$ cat src/rtl/pixel_ser_pkg.sv
// Shared types and constants for the pixel-to-byte serializer.
// Lane constants name the colour channel position inside a {R,G,B} pixel.
package pixel_ser_pkg;

  typedef enum logic [1:0] {
    StIdle,
    StByte0,
    StByte1,
    StByte2
  } ser_state_e;

  localparam logic [1:0] ByteIdx0 = 2'd0;
  localparam logic [1:0] ByteIdx1 = 2'd1;
  localparam logic [1:0] ByteIdx2 = 2'd2;

  localparam logic [1:0] LaneB = 2'd0;
  localparam logic [1:0] LaneG = 2'd1;
  localparam logic [1:0] LaneR = 2'd2;

  function automatic logic [7:0] select_lane(input logic [23:0] px, input logic [1:0] lane);
    logic [7:0] b;
    case (lane)
      LaneB:   b = px[7:0];
      LaneG:   b = px[15:8];
      default: b = px[23:16];
    endcase
    return b;
  endfunction

endpackage

$ cat src/rtl/pixel_sync_fifo.sv
// Single-clock FIFO with registered level; pushes when full and pops when empty are ignored.
// Depth must be a power of two so the pointers wrap naturally.
module pixel_sync_fifo #(
  parameter int unsigned Width = 24,
  parameter int unsigned Depth = 16
) (
  input  logic                       clk,
  input  logic                       rst,
  input  logic                       push,
  input  logic                       pop,
  input  logic [Width-1:0]           wdata,
  output logic [Width-1:0]           rdata,
  output logic                       full,
  output logic                       empty,
  output logic [$clog2(Depth+1)-1:0] level
);

  localparam int unsigned PtrW = $clog2(Depth);
  localparam int unsigned LvlW = $clog2(Depth + 1);

  logic [Width-1:0] mem_q [Depth];
  logic [PtrW-1:0]  wr_ptr_q, rd_ptr_q;
  logic [LvlW-1:0]  level_q;
  logic             do_push, do_pop;

  assign full    = (level_q == LvlW'(Depth));
  assign empty   = (level_q == '0);
  assign do_push = push && !full;
  assign do_pop  = pop && !empty;
  assign rdata   = mem_q[rd_ptr_q];
  assign level   = level_q;

  always_ff @(posedge clk) begin
    if (rst) begin
      wr_ptr_q <= '0;
      rd_ptr_q <= '0;
      level_q  <= '0;
    end else begin
      if (do_push) wr_ptr_q <= wr_ptr_q + PtrW'(1);
      if (do_pop)  rd_ptr_q <= rd_ptr_q + PtrW'(1);
      case ({do_push, do_pop})
        2'b10:   level_q <= level_q + LvlW'(1);
        2'b01:   level_q <= level_q - LvlW'(1);
        default: level_q <= level_q;
      endcase
    end
  end

  // Storage needs no reset; the pointers define what is valid.
  always_ff @(posedge clk) begin
    if (do_push) mem_q[wr_ptr_q] <= wdata;
  end

endmodule

$ cat src/rtl/pixel_stream_serializer.sv
// Buffers a 24-bit pixel stream and emits it as bytes under valid/ready with raster flags.
// Define PIXEL_SER_BGR_EN to emit B,G,R instead of R,G,B.
module pixel_stream_serializer
  import pixel_ser_pkg::*;
#(
  parameter int unsigned IMG_WIDTH  = 640,
  parameter int unsigned IMG_HEIGHT = 480,
  parameter int unsigned FIFO_DEPTH = 16
) (
  input  logic                            clk,
  input  logic                            rst,
  input  logic [23:0]                     pixel_in,
  input  logic                            pixel_valid_in,
  output logic [7:0]                      byte_out,
  output logic                            byte_valid,
  input  logic                            byte_ready,
  output logic                            sof_out,
  output logic                            eol_out,
  output logic                            eof_out,
  output logic                            overflow,
  output logic [$clog2(FIFO_DEPTH+1)-1:0] fifo_level
);

  localparam int unsigned XW = $clog2(IMG_WIDTH);
  localparam int unsigned YW = $clog2(IMG_HEIGHT);
  localparam logic [XW-1:0] XLast = XW'(IMG_WIDTH - 1);
  localparam logic [YW-1:0] YLast = YW'(IMG_HEIGHT - 1);

  function automatic logic [1:0] lane_of(input logic [1:0] idx);
    logic [1:0] lane;
`ifdef PIXEL_SER_BGR_EN
    case (idx)
      ByteIdx0: lane = LaneB;
      ByteIdx1: lane = LaneG;
      default:  lane = LaneR;
    endcase
`else
    case (idx)
      ByteIdx0: lane = LaneR;
      ByteIdx1: lane = LaneG;
      default:  lane = LaneB;
    endcase
`endif
    return lane;
  endfunction

  ser_state_e    state_q, state_d;
  logic [23:0]   hold_q, hold_d;
  logic [7:0]    byte_q, byte_d;
  logic [XW-1:0] x_q, x_d;
  logic [YW-1:0] y_q, y_d;
  logic          overflow_q;
  logic          fifo_pop, fifo_full, fifo_empty, hs;
  logic [23:0]   fifo_rdata;

  pixel_sync_fifo #(
    .Width (24),
    .Depth (FIFO_DEPTH)
  ) u_fifo (
    .clk   (clk),
    .rst   (rst),
    .push  (pixel_valid_in),
    .pop   (fifo_pop),
    .wdata (pixel_in),
    .rdata (fifo_rdata),
    .full  (fifo_full),
    .empty (fifo_empty),
    .level (fifo_level)
  );

  assign byte_valid = (state_q != StIdle);
  assign byte_out   = byte_q;
  assign hs         = byte_valid && byte_ready;
  assign overflow   = overflow_q;

  assign sof_out = byte_valid && (state_q == StByte0) && (x_q == '0) && (y_q == '0);
  assign eol_out = byte_valid && (state_q == StByte2) && (x_q == XLast);
  assign eof_out = eol_out && (y_q == YLast);

  always_comb begin
    state_d  = state_q;
    hold_d   = hold_q;
    byte_d   = byte_q;
    x_d      = x_q;
    y_d      = y_q;
    fifo_pop = 1'b0;
    unique case (state_q)
      StIdle: begin
        if (!fifo_empty) begin
          fifo_pop = 1'b1;
          hold_d   = fifo_rdata;
          byte_d   = select_lane(fifo_rdata, lane_of(ByteIdx0));
          state_d  = StByte0;
        end
      end
      StByte0: begin
        if (hs) begin
          byte_d  = select_lane(hold_q, lane_of(ByteIdx1));
          state_d = StByte1;
        end
      end
      StByte1: begin
        if (hs) begin
          byte_d  = select_lane(hold_q, lane_of(ByteIdx2));
          state_d = StByte2;
        end
      end
      StByte2: begin
        if (hs) begin
          if (x_q == XLast) begin
            x_d = '0;
            y_d = (y_q == YLast) ? '0 : y_q + YW'(1);
          end else begin
            x_d = x_q + XW'(1);
          end
          // Chain straight into the next pixel so a busy stream has no bubble.
          if (!fifo_empty) begin
            fifo_pop = 1'b1;
            hold_d   = fifo_rdata;
            byte_d   = select_lane(fifo_rdata, lane_of(ByteIdx0));
            state_d  = StByte0;
          end else begin
            byte_d  = '0;
            state_d = StIdle;
          end
        end
      end
    endcase
  end

  always_ff @(posedge clk) begin
    if (rst) begin
      state_q    <= StIdle;
      hold_q     <= '0;
      byte_q     <= '0;
      x_q        <= '0;
      y_q        <= '0;
      overflow_q <= 1'b0;
    end else begin
      state_q <= state_d;
      hold_q  <= hold_d;
      byte_q  <= byte_d;
      x_q     <= x_d;
      y_q     <= y_d;
      if (pixel_valid_in && fifo_full) overflow_q <= 1'b1;
    end
  end

endmodule

$ cat config.mk
export PLATFORM = sky130hd
export DESIGN_NAME = pixel_stream_serializer
export DESIGN_NICKNAME = d
export VERILOG_FILES = /design/src/rtl/pixel_ser_pkg.sv /design/src/rtl/pixel_sync_fifo.sv /design/src/rtl/pixel_stream_serializer.sv
export SDC_FILE = /design/constraint.sdc
export NUM_CORES = 1
export LEC_CHECK = 0
export CORE_MARGIN = 2
export CORE_UTILIZATION = 60
export DETAILED_ROUTE_END_ITERATION = 7
export PLACE_DENSITY_LB_ADDON = 0.08
export SLEW_MARGIN = 20
export SYNTH_ARGS = -nofsm -noshare
export SYNTH_HDL_FRONTEND = slang
export SYNTH_SLANG_ARGS = --single-unit
$ cat constraint.sdc
create_clock -name clk -period 3.9 [get_ports clk]
set_input_delay 0.585 -clock clk [delete_from_list [all_inputs] [get_ports clk]]
set_output_delay 0.585 -clock clk [all_outputs]
set_load 0.01 [all_outputs]
# Yosys cells after proc, flatten, opt, wreduce, memory -nomap -nowiden
# Memories as Yosys holds them, arrays and structs flattened. A register that Yosys moved wholly into a read port is not among the register bits.
# Cells that the tools add are included.
# word_totals
mem_bits_rw,384
ff_bits,67
mem_count,1
in_bits,28
elab_cells,76
# op_classes
mux,25
eq_ne,12
n_addsub,6
n_reduce_logical,23
# memory_table
name,words,width,read_ports,rd_ports_with_merged_regs,wr,line,source
u_fifo.mem_q,16,24,1,1,1,pixel_sync_fifo.sv:21,logic [Width-1:0] mem_q [Depth];
# ops
op,n
$mux 24,2
$pmux 24 s2,1
$mux 8,5
$pmux 8 s4,1
$add 10x1->10 const B,1
$eq 10x10->1 const B,1
$logic_and 1x1->1,10
$logic_not 10->1,1
$mux 10,1
$pmux 5 s2,1
$add 9x1->9 const B,1
$eq 9x9->1 const B,1
$logic_not 9->1,1
$mux 9,1
$add 4x1->4 const B,2
$mux 2,4
$mux 4,2
$ne 2x2->1 const B,4
$pmux 2 s4,1
$eq 2x2->1 const B,3
$reduce_bool 2->1,3
$add 5x1->5 const B,1
$eq 5x5->1 const B,1
$logic_not 5->1,1
other kinds (9),16

# Logic depth before layout (Yosys ltp)
# Gate-level depths: netlist (run 1).
# depth
ltp_word,7
ltp_mapped,13

# Hierarchy
# Synthesis (run 1) repeated with hierarchy kept, for this count alone.
# unflattened
hier_cells,976
hier_area_um2,17673.2
# by_module_without_submodules
mod,area_each_um2,n_inst,seq_area_each_um2,cells_per_inst
pixel_sync_fifo,15382.3,1,11871.4,715
pixel_stream_serializer,2290.9,1,920.9,261

# Worst setup path after synthesis (run 1)
# No wires, ideal clock.
# synth_path
path_kind,register to register
from,register u_fifo.level_q[0] (netlist: u_fifo.level[0])
to,"memory u_fifo.mem_q[3][0], enable pin"
path_buffers,0
setup_time_ns,0.435
path_stages_with_launch,5
setup_slack_ns,0.676
synth_period_minus_slack_ns,3.224
arrival_ns,2.789
path_cell_list,dfxtp_1 nor4_4 a21boi_4 nand2_1 nor3_1
# synth_via
elab_chain_len,5
# synth_lines
element,line,source
from (decl),pixel_sync_fifo.sv:23,logic [LvlW-1:0] level_q;
from (signal assigned),pixel_sync_fifo.sv:42,2'b10: level_q <= level_q + LvlW'(1);
from (signal assigned),pixel_sync_fifo.sv:43,2'b01: level_q <= level_q - LvlW'(1);
from (signal assigned),pixel_sync_fifo.sv:44,default: level_q <= level_q;
$eq 5x5->1,pixel_sync_fifo.sv:26,assign full = (level_q == LvlW'(Depth));
$logic_not 1->1,pixel_sync_fifo.sv:28,assign do_push = push && !full;
$logic_and 1x1->1,pixel_sync_fifo.sv:28,
$mux 1,pixel_sync_fifo.sv:51,if (do_push) mem_q[wr_ptr_q] <= wdata;
$mux 1 (implied by the code),pixel_sync_fifo.sv:51,
to (decl),pixel_sync_fifo.sv:21,
# No other way between the ends.

# Final worst setup path (run 1)
# layout_path
from,register state_q[0]
to,register u_fifo.level_q[4] (netlist: u_fifo.level[4])
# layout_via
elab_chain_len,7
elab_cells_between_ends,11
classes_between,eq/ne (3); mux (3); reduce/logical (5)
# layout_lines
element,line,source
from (decl),pixel_stream_serializer.sv:47,"ser_state_e state_q, state_d;"
from (signal assigned),pixel_stream_serializer.sv:133,state_q <= StIdle;
from (signal assigned),pixel_stream_serializer.sv:140,state_q <= state_d;
$reduce_bool 2->1,pixel_stream_serializer.sv:71,assign byte_valid = (state_q != StIdle);
$logic_and 1x1->1,pixel_stream_serializer.sv:73,assign hs = byte_valid && byte_ready;
$mux 1,pixel_stream_serializer.sv:109,if (hs) begin
$pmux 1 s2 (*),pixel_stream_serializer.sv:87,unique case (state_q)
$logic_and 1x1->1 (*),pixel_sync_fifo.sv:29,assign do_pop = pop && !empty;
named net u_fifo.do_pop,pixel_sync_fifo.sv:24,"logic do_push, do_pop;"
$eq 2x1->1 / $eq 2x2->1 (equally long branches),pixel_sync_fifo.sv:41,"case ({do_push, do_pop})"
$pmux 5 s2 / $reduce_bool 2->1 (equally long branches),--,
# Mark *: on every way through the listed nets, which the timed path passes. The rest lies on a longest branch.
# A chain may end at the register's enable or synchronous reset.

==> flow_summary.ini, run 1 <==
[logic_synthesis]
syn_area_mm2 = 0.0178
ys_seq_area_frac = 0.720
syn_nets = 1010
asyncSetResetFlopFracSynth = 0
synth_cell_type_count = 61
ys.flop_type = edfxtp_1
yosys_warnings = 0
ys_ff_latch = 447
avgSynthCellArea_um2 = 18.4
netlist_instances = 964
synth_edf_count = 384

[clocking]
path_clk_slew_ns = 0.06
cts_buffers = 45
cts_hold_buffers = 0
cts_resized = 0
insertion_delay_ns = 0.56
cts_tree = built
clk_path_buf_depth = 3
cts-htree-levels = 2
post-cts-setup-buffer-count = 0
clockRootBuffer = clkbuf_16
cts.sinks = 447

[hold_path]
min_path_type = input port to flop
min_from = rst
holdPathStages = 2
whs_endpoint = u_fifo.rd_ptr_q[1]$_SDFFE_PP0P_

[setup_path]
crit_buf_inv = 1
r2r_end = u_fifo.level[4]$_SDFFE_PP0P_
path_cells = inv_1 > ha_1 > a211oi_4 > ha_1 > xor2_1 > ha_1 > nand2_1 > a21boi_0 > a41oi_1 > or4_1 > a21oi_1
r2r_cells = 11
critPathRequiredTime_ns = 4.38
r2r_start = state_q[0]$_SDFFE_PP0P_
cp_top_family = adder cells
arrival_ns = 3.54
worst-path-stages = 11
crit_fanout = 9
critical_path.endpoint_type = flop
crit_type = flop to flop
r2r_slack_ns = 0.85
cp_common_cell = ha_1
slowest_delay_ns = 0.54
startpoint_type = flop
slowest_stage = or4_1

[place]
pre_cts_slack_ns = 0.564
dp.cells = 1380
gp_congestion = 0.805
place.detailed.hpwl_um = 20300
portBuffers = 45

[routing]
drtPass1Iterations = 5
via_per_inst = 6.17
final_antenna_net_count = 0
drt_iter0_markers = 874
wl_per_cell_um = 24.5
post-route-drc-count = 0
vias = 9033
wirelength_um = 35800

[floorplanning]
chipHeight_um = 176
die-width_um = 176
core_area_mm2 = 0.0294
rows = 63
die-area_mm2 = 0.0310
start_util = 0.604
io_pins = 46

[sta]
finalSetupTns_ns = 0
rsz0062_at_grt = false
hold_ws_ns = 0.418
post-route-min-period_ns = 3.05
slew_viol_final = 0
max-slew-margin-rel = 0.426
tightest_slew_ns = 0.855
layout_setup_ws_ns = 0.847
period_share = 0.783
setup-violations-final = 0
fin_skew_ns = 0.0158
fmax_mhz = 328
finalHoldViolCount = 0

[finish]
register_area_mm2 = 0.0128
nFillCells = 1926
final_cells = 1464
n_antenna_cell = 0
syn_to_final_growth_pct = 14.5
multi_input_area_mm2 = 0.00474
drive_above_1_share = 0.223
nets = 1083

[pwr]
pwr-share-seq = 0.449
power_switching_w = 0.00336
p_clk_frac = 0.344
ir_drop_mv = 0.396
leakage_nw = 6.49
p_per_area_mw_per_mm2 = 628
switching_share = 0.263
intPower_w = 0.00942
combPwrFrac = 0.207

[global_route]
grt_pass1_vias = 9090
grt_first_pass_wirelength_um = 55200
grt_max_degree = 47
grt_usage = 0.241
antenna_found_initial = 0
overflow = 0

[run]
max_cap_violations = 0

[status]
run_status = finished, final reports clean
## sequential cells by signal (all words and copies together), names as in the netlist, named ones only
name and cells:
state_q 2, u_fifo.level 5, byte_out 8, u_fifo.mem_q 384, u_fifo.rd_ptr_q 4, x_q 10
y_q 9, hold_q 16, overflow 1, u_fifo.wr_ptr_q 4
## layout make-up
cell class / instances / share of cell area
clock buffer: 60 / 0.0607
multi-input combinational: 450 / 0.233
clock inverter: 24 / 0.0144
tap: 390 / 0.0240
timing repair buffer: 79 / 0.0363
sequential: 447 / 0.629
inverter: 14 / 0.00283
## cells in the mapped netlist, drive strengths merged, types with 2 or more instances
cell / n / area [um^2]
clkbuf: 25 / 114
xnor2: 6 / 52.6
and2: 2 / 12.5
a31oi: 4 / 25.0
nand2: 24 / 90.1
a21o: 3 / 22.5
o21ai: 3 / 15.0
a211oi: 18 / 148
inv: 13 / 48.8
or3: 3 / 18.8
mux2: 9 / 101
nand3b: 2 / 15.0
nand3: 4 / 20.0
mux2i: 36 / 360
nand2b: 3 / 18.8
o22ai: 9 / 56.3
mux4: 96 / 2160
nor3b: 2 / 15.0
nand4: 8 / 56.3
edfxtp: 384 / 11500
and3b: 2 / 18.8
ha: 18 / 225
buf: 28 / 184
nor2: 63 / 246
xor2: 13 / 114
nor3: 13 / 65.1
a21boi: 3 / 33.8
a22oi: 10 / 75.1
a311oi: 3 / 26.3
or4: 3 / 26.3
o31ai: 2 / 15.0
nor4: 6 / 58.8
a41oi: 2 / 17.5
dfxtp: 63 / 1260
nor2b: 20 / 125
a22o: 16 / 140
or2: 2 / 12.5
a21oi: 36 / 188
## cell usage in the layout, fill, tap and decap left out, drive strengths merged, types with 9 or more instances in the layout
master / n
edfxtp: 384
mux4: 96
dfxtp: 63
nor2: 63
clkbuf: 60
clkdlybuf4s50: 44
mux2i: 36
a21oi: 36
buf: 35
nand2: 24
nor2b: 20
ha: 18
a211oi: 18
a22o: 16
clkinv: 16
inv: 14
xor2: 13
nor3: 13
a22oi: 10
mux2: 9
o22ai: 9
## worst reg2reg max path, delay by kind of cell (launching register included)
| family | cells | cell delay, ns |
|---|---|---|
| xor gates and xnor gates | 1 | 0.18 |
| DFF | 1 | 0.44 |
| buffers and inverters | 1 | 0.13 |
| AOI/OAI and AO/OA | 4 | 0.64 |
| adders and majority gates | 3 | 1.01 |
| and+or+nand+nor | 2 | 0.60 |
## worst max path at each step
| stage | start | endpoint | slack [ns] |
|---|---|---|---|
| floorplan | u_fifo.level[0]$_SDFFE_PP0P_ | u_fifo.mem_q[3][0]$_DFFE_PP_ | 0.68 |
| global placement | byte_ready | u_fifo.level[4]$_SDFFE_PP0P_ | 0.60 |
| detailed placement | byte_ready | u_fifo.level[4]$_SDFFE_PP0P_ | 0.56 |
| CTS | state_q[0]$_SDFFE_PP0P_ | u_fifo.level[4]$_SDFFE_PP0P_ | 0.86 |
| global route | state_q[0]$_SDFFE_PP0P_ | u_fifo.level[4]$_SDFFE_PP0P_ | 0.67 |
| finish | state_q[0]$_SDFFE_PP0P_ | u_fifo.level[4]$_SDFFE_PP0P_ | 0.85 |
## through the flow
step,total power (W),utilization,area [um^2]
floorplan,0.00771,-,17800
finish,0.0128,0.692,20400
global placement,0.00845,0.640,18800
global route,0.0133,0.692,20400
CTS,0.0129,0.692,20400
detailed placement,0.00848,0.640,18800
## layer usage
layer	GRT usage	vias to the layer above	part of all wire
met4	0.0651	0	0.020
met5	0	-	0
li1	-	4017	-
met3	0.0373	63	0.063
met1	0.345	4679	0.42
met2	0.393	274	0.50
## power groups by stage
| stage | registers (W) | clock network [W] | logic [W] |
|---|---|---|---|
| CTS | 0.00574 | 0.00448 | 0.00267 |
| detailed placement | 0.00583 | 0 | 0.00265 |
| global placement | 0.00582 | 0 | 0.00263 |
| finish | 0.00573 | 0.00440 | 0.00265 |
| floorplan | 0.00570 | 0 | 0.00201 |
| global route | 0.00576 | 0.00465 | 0.00287 |
## logic make-up (layout without fill, tap and decap cells)
group,count (synthesis),in the layout,synth area share
flops,447,447,0.720
mux,141,141,0.148
simple gates,161,161,0.0468
fa+ha+maj,18,18,0.0127
buf+inv,67,177,0.0200
compound gates,111,111,0.0438
xor+xnor,19,19,0.00936
(Power assumes the default switching activity.)
==> inputs of run 2 (changes only) <==
Clock period 3.9 ns to 2.9 ns, I/O delays scaled along.
==> run 2 against run 1 <==
Net effect:
- count of clock-buffer cells in the layout down 6
- combinational power grew 46%
- non-clock buffer count up 29
- hold slack got worse by 0.20 ns
- final cell count is 1.6% higher
- critical path depth down 6
- sequential share of layout area fell by 0.79 points
==> flow_summary.ini, run 2 (synthesis results as in run 1) <==
[floorplanning]
die-area_mm2 = 0.0310
rows = 63
chipHeight_um = 176
io_pins = 46
start_util = 0.604
die-width_um = 176
core_area_mm2 = 0.0294

[setup_path]
crit_fanout = 5
crit_path_end = eof_out
r2r_start = state_q[1]$_SDFFE_PP0P_
path_cells = ha_1 > and4_1 > nand4_1 > nor2_1 > clkdlybuf4s50_1
critical_path.endpoint_type = primary output
cp_top_family = simple AND/OR/NAND/NOR gates
worst-path-stages = 5
r2r_end = u_fifo.level[4]$_SDFFE_PP0P_
setup.worst_path.start = y_q[1]$_SDFFE_PP0P_
startpoint_type = flop
critPathRequiredTime_ns = 2.47
slowest_stage = clkdlybuf4s50_1
crit_type = flop to primary output
r2r_slack_ns = 0.21
arrival_ns = 2.30
r2r_cells = 11
slowest_delay_ns = 0.54
crit_buf_inv = 1

[pwr]
p_per_area_mw_per_mm2 = 829
combPwrFrac = 0.226
switching_share = 0.261
finalPower_w = 0.0171
p_clk_frac = 0.330
leakage_nw = 6.61
pwr-share-seq = 0.444
ir_drop_mv = 0.622
intPower_w = 0.0126
power_switching_w = 0.00447

[place]
gp_congestion = 0.828
place.detailed.hpwl_um = 21700
portBuffers = 45

[finish]
regMostFlops = u_fifo.mem_q
layout_commonest_cell = edfxtp_1
largest_reg_flops = 384
drive_above_1_share = 0.244
register_area_mm2 = 0.0128
nFillCells = 1840
n_antenna_cell = 0
nets = 1111
layout_common_cells = 384 x edfxtp_1, 96 x mux4_2, 58 x dfxtp_1
multi_input_area_mm2 = 0.00477
syn_to_final_growth_pct = 16.0
top_regs = u_fifo.mem_q (384), hold_q (16), x_q (10)

[sta]
tightest_slew_ns = 0.680
finalHoldViolCount = 0
post-route-min-period_ns = 2.73
slew_viol_final = 0
rsz0062_at_grt = false
max-slew-margin-rel = 0.544
finalSetupTns_ns = 0
setup-violations-final = 0
fmax_mhz = 366
fin_skew_ns = 0.0117
period_share = 0.942

[routing]
wirelength_um = 35700
wl_per_cell_um = 24.0
via_per_inst = 6.09
vias = 9069
post-route-drc-count = 0
drtPass1Iterations = 5
final_antenna_net_count = 0
drt_iter0_markers = 886

[clocking]
cts_hold_buffers = 0
cts_buffers = 44
clockRootBuffer = clkbuf_16
cts-htree-levels = 2
cts.sinks = 447
path_clk_slew_ns = 0.06
insertion_delay_ns = 0.54
clk_path_buf_depth = 3
cts_tree = built

[status]
run_status = finished, final reports clean

[hold_path]
min_path_type = input port to flop

[run]
max_cap_violations = 0

[global_route]
grt_max_degree = 42
antenna_found_initial = 0
grt_usage = 0.242
overflow = 0
grt_pass1_vias = 9097
grt_first_pass_wirelength_um = 55500
[run 2: power by group through the flow]
stage	sequential, W	combinational [W]	clock, W
after floorplan	0.00766	0.00271	0
after global placement	0.00772	0.00383	0
after detailed placement	0.00773	0.00387	0
after CTS	0.00760	0.00389	0.00573
after global routing	0.00763	0.00419	0.00600
final	0.00759	0.00386	0.00564
[run 2: per-stage QoR]
step	instances	area [um^2]	utilization	worst slack, ns	hold WS [ns]
finish	1488	20600	0.701	0.168	0.214
global route	1488	20600	0.701	0.00462	0.221
CTS	1488	20600	0.701	0.0659	0.201
detailed placement	1409	19200	0.652	0.0506	0.467
global placement	1409	19200	0.652	0.0622	0.450
floorplan	964	17800	-	0.0295	0.443
[run 2: metal layers]
layer	part of all wire	global-route usage	up-vias
met5	0	0	-
met4	0.018	0.0579	0
met3	0.053	0.0357	50
met2	0.50	0.393	282
met1	0.43	0.354	4655
li1	-	-	4082
[run 2: cell type report]
| class | instances | share of cell area |
|---|---|---|
| clock buffers | 54 | 0.0563 |
| clock inverters | 25 | 0.0134 |
| multi-input cells | 450 | 0.231 |
| well taps | 390 | 0.0237 |
| repair buffers | 108 | 0.0512 |
| flip-flops and latches | 447 | 0.621 |
| inverters | 14 | 0.00279 |
[run 2: repair_timing]
item | 4_1_cts | 5_1_grt
resized for setup | 0 | 3
buffers inserted | 0 | 0
endpoints found under the setup margin | 0 | 3
[run 2: worst min path at each step]
stage                     slack [ns]                         endpoint  depth (start not counted)                     from
after floorplan                 0.44          hold_q[15]$_SDFFE_PP0P_                          1  hold_q[15]$_SDFFE_PP0P_
after global placement          0.45            overflow$_SDFFE_PP0P_                          2    overflow$_SDFFE_PP0P_
after detailed placement        0.47          hold_q[15]$_SDFFE_PP0P_                          1  hold_q[15]$_SDFFE_PP0P_
after CTS                       0.20  u_fifo.rd_ptr_q[1]$_SDFFE_PP0P_                          2                      rst
after global routing            0.22  u_fifo.rd_ptr_q[1]$_SDFFE_PP0P_                          2                      rst
final                           0.21  u_fifo.rd_ptr_q[2]$_SDFFE_PP0P_                          2                      rst
